[src/rtl/mat_sub_ctrl_pkg.sv]
// Shared types and constants for the matrix-subtract controller.
// Saturation limits apply when the design is built with SUB_SAT_EN.
package mat_sub_ctrl_pkg;

  typedef enum logic [2:0] {
    S_IDLE,
    S_READ,
    S_EXEC,
    S_WRITE,
    S_DONE
  } state_t;

  localparam int DEF_ROWS  = 5;
  localparam int DEF_LANES = 5;
  localparam int DEF_EW    = 8;

  localparam int SAT_HI = (1 << (DEF_EW - 1)) - 1;
  localparam int SAT_LO = -(1 << (DEF_EW - 1));

  // Saturation limits for an arbitrary element width.
  function automatic int sat_hi(input int ew);
    return (1 << (ew - 1)) - 1;
  endfunction

  function automatic int sat_lo(input int ew);
    return -(1 << (ew - 1));
  endfunction

endpackage

[src/rtl/mat_sub_ctrl_row_sub_lanes.sv]
// Combinational per-lane signed subtraction a-b with overflow flags.
// SUB_SAT_EN selects saturation of overflowing lanes; otherwise they wrap.
module row_sub_lanes
  import mat_sub_ctrl_pkg::*;
#(
  parameter int LANES = DEF_LANES,
  parameter int EW    = DEF_EW
) (
  input  logic [LANES*EW-1:0] a,
  input  logic [LANES*EW-1:0] b,
  output logic [LANES*EW-1:0] res,
  output logic [LANES-1:0]    ovf
);

  function automatic logic [EW-1:0] fit(input logic signed [EW:0] d);
`ifdef SUB_SAT_EN
    if (d[EW] != d[EW-1]) return d[EW] ? EW'(sat_lo(EW)) : EW'(sat_hi(EW));
`endif
    return d[EW-1:0];
  endfunction

  for (genvar i = 0; i < LANES; i++) begin : g_lane
    logic signed [EW-1:0] ea;
    logic signed [EW-1:0] eb;
    logic signed [EW:0]   d;

    assign ea = a[EW*i +: EW];
    assign eb = b[EW*i +: EW];
    // One guard bit makes the difference exact; overflow is a guard/sign disagreement.
    assign d  = $signed({ea[EW-1], ea}) - $signed({eb[EW-1], eb});
    assign ovf[i] = d[EW] ^ d[EW-1];
    assign res[EW*i +: EW] = fit(d);
  end

endmodule

[src/rtl/mat_sub_ctrl.sv]
// Row-sequential matrix subtraction controller: read A/B row, subtract, write A-B.
// Build option SUB_SAT_EN (in row_sub_lanes) saturates overflowing lanes.
module mat_sub_ctrl
  import mat_sub_ctrl_pkg::*;
#(
  parameter int ROWS  = DEF_ROWS,
  parameter int LANES = DEF_LANES,
  parameter int EW    = DEF_EW,
  localparam int RW   = LANES * EW,
  localparam int AW   = (ROWS > 1) ? $clog2(ROWS) : 1
) (
  input  logic          clk,
  input  logic          rst,
  input  logic          start,
  output logic          busy,
  output logic          rd_en,
  output logic [AW-1:0] rd_addr,
  input  logic [RW-1:0] rd_a,
  input  logic [RW-1:0] rd_b,
  output logic          wr_en,
  output logic [AW-1:0] wr_addr,
  output logic [RW-1:0] wr_data,
  input  logic          wr_ready,
  output logic [ROWS-1:0] ovf_mask,
  output logic          done
);

  localparam logic [AW-1:0] LAST = AW'(ROWS - 1);

  state_t          state, state_nx;
  logic [AW-1:0]   row;
  logic [RW-1:0]   lane_res;
  logic [LANES-1:0] lane_ovf;
  logic [RW-1:0]   res_p1;
  logic            rovf_p1;

  row_sub_lanes #(
    .LANES(LANES),
    .EW   (EW)
  ) u_lanes (
    .a  (rd_a),
    .b  (rd_b),
    .res(lane_res),
    .ovf(lane_ovf)
  );

  always_ff @(posedge clk) begin
    if (!rst) begin
      state    <= S_IDLE;
      row      <= '0;
      res_p1   <= '0;
      rovf_p1  <= 1'b0;
      ovf_mask <= '0;
    end else begin
      state <= state_nx;
      case (state)
        S_IDLE: if (start) begin
          row      <= '0;
          ovf_mask <= '0;
        end
        // Stage p1: operands arrive one cycle after rd_en, result is captured here.
        S_EXEC: begin
          res_p1  <= lane_res;
          rovf_p1 <= |lane_ovf;
        end
        S_WRITE: if (wr_ready) begin
          ovf_mask[row] <= ovf_mask[row] | rovf_p1;
          if (row != LAST) row <= row + AW'(1);
        end
        default: ;
      endcase
    end
  end

  always_comb begin
    state_nx = state;
    busy     = 1'b1;
    rd_en    = 1'b0;
    wr_en    = 1'b0;
    done     = 1'b0;
    case (state)
      S_IDLE: begin
        busy = 1'b0;
        if (start) state_nx = S_READ;
      end
      S_READ: begin
        rd_en    = 1'b1;
        state_nx = S_EXEC;
      end
      S_EXEC:  state_nx = S_WRITE;
      S_WRITE: begin
        wr_en = 1'b1;
        if (wr_ready) state_nx = (row == LAST) ? S_DONE : S_READ;
      end
      S_DONE: begin
        done     = 1'b1;
        state_nx = S_IDLE;
      end
      default: state_nx = S_IDLE;
    endcase
  end

  assign rd_addr = row;
  assign wr_addr = row;
  assign wr_data = res_p1;

endmodule
[config.mk]
export PLATFORM = sky130hd
export DESIGN_NAME = mat_sub_ctrl
export DESIGN_NICKNAME = d
export VERILOG_FILES = /design/src/rtl/mat_sub_ctrl_pkg.sv /design/src/rtl/mat_sub_ctrl_row_sub_lanes.sv /design/src/rtl/mat_sub_ctrl.sv
export SDC_FILE = /design/constraint.sdc
export NUM_CORES = 1
export LEC_CHECK = 0
export BUFFER_PORTS_ARGS = -buffer_cell sky130_fd_sc_hd__buf_4
export CORE_ASPECT_RATIO = 0.8
export CORE_UTILIZATION = 35
export CTS_CLUSTER_SIZE = 40
export DETAILED_ROUTE_END_ITERATION = 10
export PLACE_DENSITY = 0.57
export SLEW_MARGIN = 20
export SYNTH_ARGS = -nofsm -noshare
export SYNTH_HDL_FRONTEND = slang
export SYNTH_SLANG_ARGS = --single-unit
[constraint.sdc]
create_clock -name clk -period 5.46 [get_ports clk]
set_input_delay 0.819 -clock clk [delete_from_list [all_inputs] [get_ports clk]]
set_output_delay 0.819 -clock clk [all_outputs]
set_load 0.03 [all_outputs]
==> impl_metrics.ini, run 1 <==
[clock_tree]
cts_tree = done
ctsResizeCount = 0
clk_pin_slew_worst_paths_ps = 70
cts_root_buf = clkbuf_16
clock_latency_ps = 290
cts_hold_buf = 0
numCtsBuffers = 5
cts_setup_buffers = 0
numClockSinks = 52
cts.path.max_buffers = 2
htree_levels = 2

[worst_setup_path]
max_stage_delay_ps = 410
reg2reg_from = rd_addr[2]
crit_path_frequent_cell = o21ai_0
r2r_end = ovf_mask[0]
cp.arrival_ps = 2700
cp-start-kind = input port
crit_path_end_kind = flip-flop
critical_path.cell_chain = buf_4 -> inv_1 -> ha_1 -> fa_1 -> nor2b_1 -> o21ai_0 -> a21oi_1 -> nor4_1 -> o21ai_0 -> nand3_1 -> o31a_1
cp_slowest_cell = fa_1
critPathRequiredTime_ps = 5650
reg2regPathDepth = 5
cp_max_fo = 3
rrSetupSlack_ps = 3420
path_class = in2reg

[detailed_routing]
drcViolationCount = 0
post_drt_wl_per_cell_um = 13.2
drt_wl_total_um = 9840
vias = 3605
final_antenna_net_count = 0
viasPerCell = 4.82
first_iter_violations = 110
dr.pass1.iters = 4

[layout]
drive_gt1_share_pct = 25.2
finalNetCount = 738
syn_to_final_growth_pct = 33.3
final_cell_mix = 139 x buf_4, 54 x nand2_1, 53 x inv_1
antennaDiodeCount = 0
final_util_pct = 49.1
layout_commonest_cell = buf_4

[sta]
finClkSkew_ps = 3.12
setup_viol = 0
hold_viol = 0
min_period_ps = 2510
hold_ws_ps = 452
rsz0062_at_grt = no
fmax_ghz = 0.399
fin_setup_tns_ps = 0
fin_crit_sh_pct = 46.0
tightest_slew_ps = 658
maxSlewHeadroom_pct = 56.1
drv_slew = 0

[worst_hold_path]
hp-class = reg2reg
hold_start = wr_data[6]
hold_depth = 2
holdPathEnd = wr_data[6]

[floorplanning]
dieWidth_um = 119
die_y_um = 96.0
io_pins = 139
core_mm2 = 0.0105
initial_core_util_pct = 36.8
fp-row-count = 33
dieArea_mm2 = 0.0115

[yosys]
synth_seq_area_share_pct = 26.9
netlist_instances = 481
synth_area_leaders = dfxtp_1 27%, ha_1 14%, nand2_1 5.2%
syn_area_mm2 = 0.00386
synth_nets = 612
synth.distinct_cells = 54
synthArstFlopShare_pct = 0
synth-main-ff-cell = dfxtp_1
synth_top_area_cell = dfxtp_1
synth_edf_count = 0
synth_seq_cells = 52
ys_warn_count = 0
syn_avg_cell_area_um2 = 8.03
synth_top_area_share_pct = 26.9

[pwr]
leakage_nw = 2.61
ir_worst_vdd_mv = 0.111
power_density_mw_per_mm2 = 235

[placement]
hpwl_um = 7680
io_buffers = 138
gp_congestion = 0.828

[global_routing]
grt.total_usage_pct = 17.7
grt_overflow = 0
grt_pass1_wl_um = 16300
grt_max_degree = 50
grt_pass1_vias = 3547
antenna_found_initial = 0

[status]
status = completed

[job]
max-cap-violations = 0
[through the flow]
| step | power, mW | cells | area (µm²) | worst slack, ps |
|---|---|---|---|---|
| 2_1_floorplan | 0.715 | 481 | 3860 | 2940 |
| 3_3_place_gp | 0.853 | 740 | 4980 | 2670 |
| 3_5_place_dp | 0.859 | 740 | 4980 | 2640 |
| 4_1_cts | 1.23 | 748 | 5150 | 2940 |
| 5_1_grt | 1.29 | 748 | 5150 | 2810 |
| 6_report | 1.21 | 748 | 5150 | 2950 |
[final cells by class]
type                            instances  area (µm²)
Clock buffer                            5         125
Clock inverter                          3        42.5
Fill cell                            1068        5340
Inverter                               53         199
Multi-Input combinational cell        356        2520
Sequential cell                        52        1040
Tap cell                              140         175
Timing Repair Buffer                  139        1040
[Yosys cell counts (2+ instances only)]
cell type  number
nand2_1        54
inv_1          53
dfxtp_1        52
ha_1           42
o21ai_0        28
and2_1         23
nor2_1         23
a21oi_1        19
xnor2_1        15
clkbuf_1       13
nand2b_1       13
nor2b_1        13
o211a_1        13
xor2_1         13
a21boi_1        9
nor3_1          8
o21a_1          8
o21ai_1         8
nand3_1         7
fa_1            5
a21o_1          4
buf_4           4
or3_1           4
a211oi_1        3
and3_1          3
o2111ai_1       3
o31ai_1         3
or4_1           3
buf_6           2
mux2i_1         2
nand3b_1        2
nand4_1         2
nor3b_1         2
nor4_1          2
o22ai_1         2
o311ai_0        2
o41ai_1         2
[critical path: cells and delay by family]
family	cells	cell delay, ps
buf+inv	2	110
simple gates	3	300
compound gates	4	820
fa+ha+maj	2	620
[layer usage]
metal	up-vias	share of wire [%]	global-route usage (%)
met5	-	0	0
met4	0	0.57	3.44
met3	5	7.5	5.27
met2	99	42	29.3
met1	1612	50	22.9
li1	1889	-	-
[worst max path at each step]
stage	cells after the start	endpoint	slack [ps]	start
finish	11	rovf_p1	2950	rd_a[32]
global route	11	rovf_p1	2810	rd_a[32]
CTS	11	rovf_p1	2940	rd_a[24]
detailed placement	11	rovf_p1	2640	rd_a[24]
global placement	11	rovf_p1	2670	rd_a[24]
floorplan	10	rovf_p1	2940	rd_a[8]
[logic make-up after synthesis]
kind of cell             after synthesis  synth area share (%)
flip-flops                            52                  26.9
AND/OR/NAND/NOR                      165                  22.0
multiplexers                           3                 0.810
AO/OA/AOI/OAI                        113                  19.8
adder cells (fa/ha/maj)               47                  16.2
buffers and inverters                 73                  7.90
XOR/XNOR                              28                  6.35
[report_power, final]
| group | internal [mW] | switching (mW) | total, mW | leakage (nW) |
|---|---|---|---|---|
| Combinational | 0.192 | 0.228 | 0.420 | 2.11 |
| Clock | 0.216 | 0.148 | 0.364 | 0.0798 |
| Sequential | 0.409 | 0.0196 | 0.428 | 0.424 |
| Total | 0.816 | 0.396 | 1.21 | 2.61 |
[sequential cells by signal, summed over array words and instances (netlist names)]
| signal | flops |
|---|---|
| ovf_mask | 5 |
| wr_data | 40 |
| state | 3 |
| rovf_p1 | 1 |
| rd_addr | 3 |
Note: power is estimated with default switching activity, not from simulation.
==> run 2, diff against run 1 <==
--- a/config.mk
+++ b/config.mk
@@ -5,12 +5,13 @@
 export SDC_FILE = /design/constraint.sdc
 export NUM_CORES = 1
 export LEC_CHECK = 0
+export ABC_AREA = 1
 export BUFFER_PORTS_ARGS = -buffer_cell sky130_fd_sc_hd__buf_4
 export CORE_ASPECT_RATIO = 0.8
 export CORE_UTILIZATION = 35
 export CTS_CLUSTER_SIZE = 40
 export DETAILED_ROUTE_END_ITERATION = 10
-export PLACE_DENSITY = 0.57
+export PLACE_DENSITY = 0.59
 export SLEW_MARGIN = 20
 export SYNTH_ARGS = -nofsm -noshare
 export SYNTH_HDL_FRONTEND = slang
==> constraint.sdc (replaced) <==
create_clock -name clk -period 2.15 [get_ports clk]
set_input_delay 0.3225 -clock clk [delete_from_list [all_inputs] [get_ports clk]]
set_output_delay 0.3225 -clock clk [all_outputs]
set_load 0.03 [all_outputs]
==> run 2 against run 1 <==
Net effect:
- flip-flop and latch count is the same
- clock-buffer cell count grew 3
- synthesized area grew 3.5%
- utilization shrank 0.79 points
- largest power group is now combinational logic
- global-route usage shrank 0.088 points
- combinational power grew to 4.0 times the previous value
==> impl_metrics.ini, run 2 <==
[worst_setup_path]
reg2regPathDepth = 7
cp-start-kind = input port
cp.arrival_ps = 1920
endpoint = rovf_p1
cp_slowest_cell = fa_1
critical_path.cell_chain = buf_4 -> inv_1 -> ha_1 -> fa_1 -> inv_1 -> nand3_1 -> nand2_1 -> nand2_1 -> nand2_1 -> xor2_1 -> nor2_1 -> a21oi_1
crit_path_frequent_cell = nand2_1
critPathLaunch = rd_a[8]
r2r_end = rovf_p1
critPathRequiredTime_ps = 2380
cp_max_fo = 3
crit_path_end_kind = flip-flop
path_class = in2reg
reg2reg_from = state[1]
max_stage_delay_ps = 410
cp.depth = 12
crit_buf_inv = 3
rrSetupSlack_ps = 530
crit_family = adder cells

[placement]
gp_congestion = 0.817
hpwl_um = 7840
io_buffers = 138
place_area_mm2 = 0.00518

[pwr]
power_density_mw_per_mm2 = 703
combPwrFrac_pct = 45.2
leakage_nw = 2.97
p_sw_share_pct = 39.6
power_switching_mw = 1.48
finalPower_mw = 3.74
ir_worst_vdd_mv = 0.474
sequentialPowerShare_pct = 32.9
clkPwrFrac_pct = 22.0
p_int_mw = 2.26

[sta]
maxSlewHeadroom_pct = 70.0
hold_viol = 0
tightest_slew_ps = 450
rsz0062_at_grt = no
fin_crit_sh_pct = 78.9
setup_viol = 0
fmax_ghz = 0.590
drv_slew = 0
finClkSkew_ps = 5.62
fin_setup_tns_ps = 0
hold_ws_ps = 309
min_period_ps = 1700

[yosys]
syn_area_mm2 = 0.00400
synth.distinct_cells = 33
synth_top_area_share_pct = 26.0
ys_warn_count = 0
synth-main-ff-cell = dfxtp_1
synth_seq_area_share_pct = 26.0
synth_nets = 718
synth_area_leaders = dfxtp_1 26%, ha_1 13%, nand2_1 12%
synthArstFlopShare_pct = 0
synth_common_cells = 123 x nand2_1, 111 x inv_1, 60 x a21oi_1, 52 x dfxtp_1, 42 x ha_1
netlist_instances = 587
synth_edf_count = 0
syn_avg_cell_area_um2 = 6.81
synth_seq_cells = 52
synth_top_area_cell = dfxtp_1
synth_most_common_cell = nand2_1

[global_routing]
antenna_found_initial = 0
grt_overflow = 0
grt_pass1_vias = 3780
grt.total_usage_pct = 17.6
grt_pass1_wl_um = 16900
grt_max_degree = 45

[clock_tree]
cts_setup_buffers = 0
cts_hold_buf = 0
numClockSinks = 52
cts_root_buf = clkbuf_16
numCtsBuffers = 5
cts_tree = done
clk_pin_slew_worst_paths_ps = 70
clock_latency_ps = 290
cts.path.max_buffers = 2
htree_levels = 2
ctsResizeCount = 0

[floorplanning]
io_pins = 139
dieArea_mm2 = 0.0119
core_mm2 = 0.0110
initial_core_util_pct = 36.3
dieWidth_um = 122
fp-row-count = 34
die_y_um = 97.6

[detailed_routing]
drt_wl_total_um = 10000
dr.pass1.iters = 4
drcViolationCount = 0
vias = 3999
viasPerCell = 4.63
post_drt_wl_per_cell_um = 11.6
first_iter_violations = 161
final_antenna_net_count = 0

[layout]
design_area_mm2 = 0.00532
finalNetCount = 850
final_util_pct = 48.3
largest_register_ffs = 40
drive_gt1_share_pct = 22.8
layout_commonest_cell = buf_4
antennaDiodeCount = 0
syn_to_final_growth_pct = 33.1
num-fill-cells = 1105
final_cell_mix = 140 x buf_4, 123 x nand2_1, 111 x inv_1

[job]
max-cap-violations = 0

[status]
status = completed

[worst_hold_path]
hp-class = in2reg
run 2: per-layer routing:
layer	routed length [µm]	part of all wire, %	track usage (%)
met1	5010	50	24.0
met2	4390	44	28.1
met3	525	5.2	3.58
met4	93	0.93	4.56
met5	0	0	0
run 2: kinds of logic after synthesis:
kind of cell	Yosys count	share of synthesized area [%]
buffers and inverters	132	12.9
DFF	52	26.0
xor gates and xnor gates	26	5.69
adders and majority gates	47	15.6
and+or+nand+nor	201	21.9
AOI/OAI and AO/OA	129	17.9
run 2: layout make-up:
type	instances	area, µm²	area share (%)
inverter	116	435	8.18
tap	144	180	3.38
timing repair buffer	141	1070	20.1
clock buffer	8	146	2.75
multi-input combinational	403	2450	46.0
sequential	52	1040	19.6
run 2: power groups by stage:
stage	logic, mW	registers, mW	clock network [mW]
6_report	1.69	1.23	0.822
5_1_grt	1.88	1.25	0.908
4_1_cts	1.71	1.23	0.862
3_5_place_dp	1.70	1.25	0
3_3_place_gp	1.68	1.25	0
2_1_floorplan	0.838	1.51	0
run 2: how the worst min path moves through the flow:
stage | endpoint | slack [ps] | cells after the start | start
final | wr_data[8] | 310 | 3 | rd_b[8]
after floorplan | rovf_p1 | 500 | 2 | rovf_p1
after CTS | wr_data[24] | 300 | 3 | rd_b[24]
after detailed placement | wr_data[18] | 460 | 2 | wr_data[18]
after global placement | wr_data[18] | 450 | 2 | wr_data[18]
after global routing | wr_data[0] | 310 | 3 | rd_b[0]
run 2: worst register-to-register path, stage by stage, from the launching register on:
cell and delay (ps):
dfxtp_1 450, nand2_1 130, nor2_4 290, inv_2 250
a21oi_1 180, nand2_1 70, nor2_1 90, a21oi_1 70
run 2: per-stage QoR:
step,std cells,setup WS (ps)
5_1_grt,864,261
3_3_place_gp,856,135
3_5_place_dp,856,104
2_1_floorplan,587,353
4_1_cts,864,416
6_report,864,454
==> run 3, diff against run 2 <==
--- a/config.mk
+++ b/config.mk
@@ -5,13 +5,13 @@
 export SDC_FILE = /design/constraint.sdc
 export NUM_CORES = 1
 export LEC_CHECK = 0
-export ABC_AREA = 1
+export ABC_AREA = 0
 export BUFFER_PORTS_ARGS = -buffer_cell sky130_fd_sc_hd__buf_4
 export CORE_ASPECT_RATIO = 0.8
 export CORE_UTILIZATION = 35
 export CTS_CLUSTER_SIZE = 40
 export DETAILED_ROUTE_END_ITERATION = 10
-export PLACE_DENSITY = 0.59
+export PLACE_DENSITY = 0.57
 export SLEW_MARGIN = 20
 export SYNTH_ARGS = -nofsm -noshare
 export SYNTH_HDL_FRONTEND = slang
==> constraint.sdc (replaced) <==
create_clock -name clk -period 1.8 [get_ports clk]
set_input_delay 0.27 -clock clk [delete_from_list [all_inputs] [get_ports clk]]
set_output_delay 0.27 -clock clk [all_outputs]
set_load 0.03 [all_outputs]
==> run 3 against run 2 <==
Net effect:
- the flow now finishes with violations (setup timing)
- global-route usage up 0.62 points
- die area down 3.3%
- wire length is 4.5% higher
- via count is 4.8% lower
- utilization rose by 5.7 points
- flip-flop and latch count unchanged
- critical path type unchanged
- critical endpoint unchanged
- largest cell class unchanged
- largest power group unchanged
- highest routed layer unchanged
==> impl_metrics.ini, run 3 (same netlist as run 1, synthesis figures left out) <==
[placement]
gp_congestion = 0.820
io_buffers = 138
hpwl_um = 7950
place_ws_ps = -403

[clock_tree]
cts.path.max_buffers = 2
cts_hold_buf = 0
cts_tree = done
numClockSinks = 52
clk_pin_slew_worst_paths_ps = 70
htree_levels = 2
cts_root_buf = clkbuf_16
clock_latency_ps = 290
numCtsBuffers = 5

[layout]
final_cell_mix = 184 x buf_4, 54 x nand2_1, 51 x dfxtp_1
multiInputGateArea_mm2 = 0.00266
layout_commonest_cell = buf_4
num-fill-cells = 1016
antennaDiodeCount = 0
finalNetCount = 786
syn_to_final_growth_pct = 46.6
seqCellArea_mm2 = 0.00104
largest_register_ffs = 40
drive_gt1_share_pct = 35.5

[sta]
drv_slew = 0
min_period_ps = 1800
tightest_slew_ps = 390
hold_ws_ps = 230
finClkSkew_ps = 3.68
maxSlewHeadroom_pct = 74.0
rsz0062_at_grt = yes
fmax_ghz = 0.555
fin_crit_sh_pct = 100
hold_viol = 0
setup_ws_ps = -3.42
setup_viol = 1

[worst_setup_path]
cp-start-kind = input port
cp.arrival_ps = 1990
crit_buf_inv = 2
critical_path.cell_chain = buf_4 -> inv_1 -> ha_1 -> fa_2 -> nor2b_4 -> o2111ai_2 -> and2_1 -> nor4_2 -> nor3_1 -> nand4_1 -> o31a_1
cp_slowest_cell = o31a_1
max_stage_delay_ps = 280
crit_family = simple AND/OR/NAND/NOR gates
path_class = in2reg
cp_max_fo = 2
crit_path_end_kind = flip-flop
critPathRequiredTime_ps = 1990

[pwr]
ir_worst_vdd_mv = 0.384
power_density_mw_per_mm2 = 668
leakage_nw = 2.86

[detailed_routing]
first_iter_violations = 181
vias = 3808
viasPerCell = 4.78
final_antenna_net_count = 0
drcViolationCount = 0
drt_wl_total_um = 10500
dr.pass1.iters = 4
post_drt_wl_per_cell_um = 13.1

[worst_hold_path]
hp-class = in2reg

[status]
violations = setup timing
status = finished with violations

[floorplanning]
dieWidth_um = 119
initial_core_util_pct = 36.8
die_y_um = 96.0
core_mm2 = 0.0105
fp-row-count = 33
dieArea_mm2 = 0.0115
io_pins = 139

[global_routing]
antenna_found_initial = 0
grt.total_usage_pct = 18.2
grt_pass1_wl_um = 16800
grt_pass1_vias = 3637
grt_overflow = 0
grt_max_degree = 47

[job]
max-cap-violations = 0
-- run 3: changes by cell type in the layout (fill, tap and decap cells not counted), sizes merged, moves of 14 or more --
cell	delta
inv	-62
buf	+46
nand2	-72
and2	+23
nand3	-20
a21oi	-41
o21bai	-14
-- run 3: path summary, 6_finish.rpt --
check	from	endpoint	slack (ps)	cells past startpoint
worst max-delay path	rd_a[0]	rovf_p1	-3	11
worst min-delay path	wr_ready	state[1]	230	2
worst max register to register	state[2]	ovf_mask[0]	140	7
worst min register to register	wr_data[18]	wr_data[18]	450	2
-- run 3: cell type report --
| type | instances | share of cell area [%] |
|---|---|---|
| flip-flops and latches | 52 | 18.4 |
| well taps | 140 | 3.09 |
| repair buffers | 187 | 25.3 |
| multi-input cells | 356 | 47.0 |
| clock inverters | 2 | 0.265 |
| inverters | 53 | 3.56 |
| clock buffers | 6 | 2.45 |
-- run 3: stage by stage --
| stage | util (%) | TNS (ps) | total power, mW | instance area (µm²) | instances |
|---|---|---|---|---|---|
| 2_1_floorplan | - | -101 | 2.18 | 3890 | 481 |
| 3_3_place_gp | 51.3 | -2190 | 2.72 | 5380 | 785 |
| 3_5_place_dp | 51.3 | -2540 | 2.75 | 5380 | 785 |
| 4_1_cts | 53.3 | -6.99 | 3.80 | 5590 | 793 |
| 5_1_grt | 54.0 | -95.2 | 4.04 | 5670 | 796 |
| 6_report | 54.0 | -3.42 | 3.78 | 5670 | 796 |
-- run 3: routing by layer --
metal  up-vias  wire, µm  GRT usage [%]
met5         -         0              0
met4         0        68           3.85
met3         5       719           5.09
met2       104      4730           30.3
met1      1718      4950           23.6
li1       1981         -              -
-- run 3: timing repair --
| action | 4_1_cts | 5_1_grt |
|---|---|---|
| setup buffers | 0 | 3 |
| setup endpoints to repair | 1 | 6 |
| endpoints found under the hold margin | 0 | 0 |
| pin swaps | 18 | 17 |
| resized for setup | 18 | 11 |
-- run 3: power by group --
group          leakage (nW)  total (mW)  switching (mW)  internal, mW
combinational          2.37        1.48           0.764         0.720
clock                0.0691        1.01           0.457         0.555
sequential            0.424        1.29          0.0495          1.24
total                  2.86        3.78            1.27          2.51
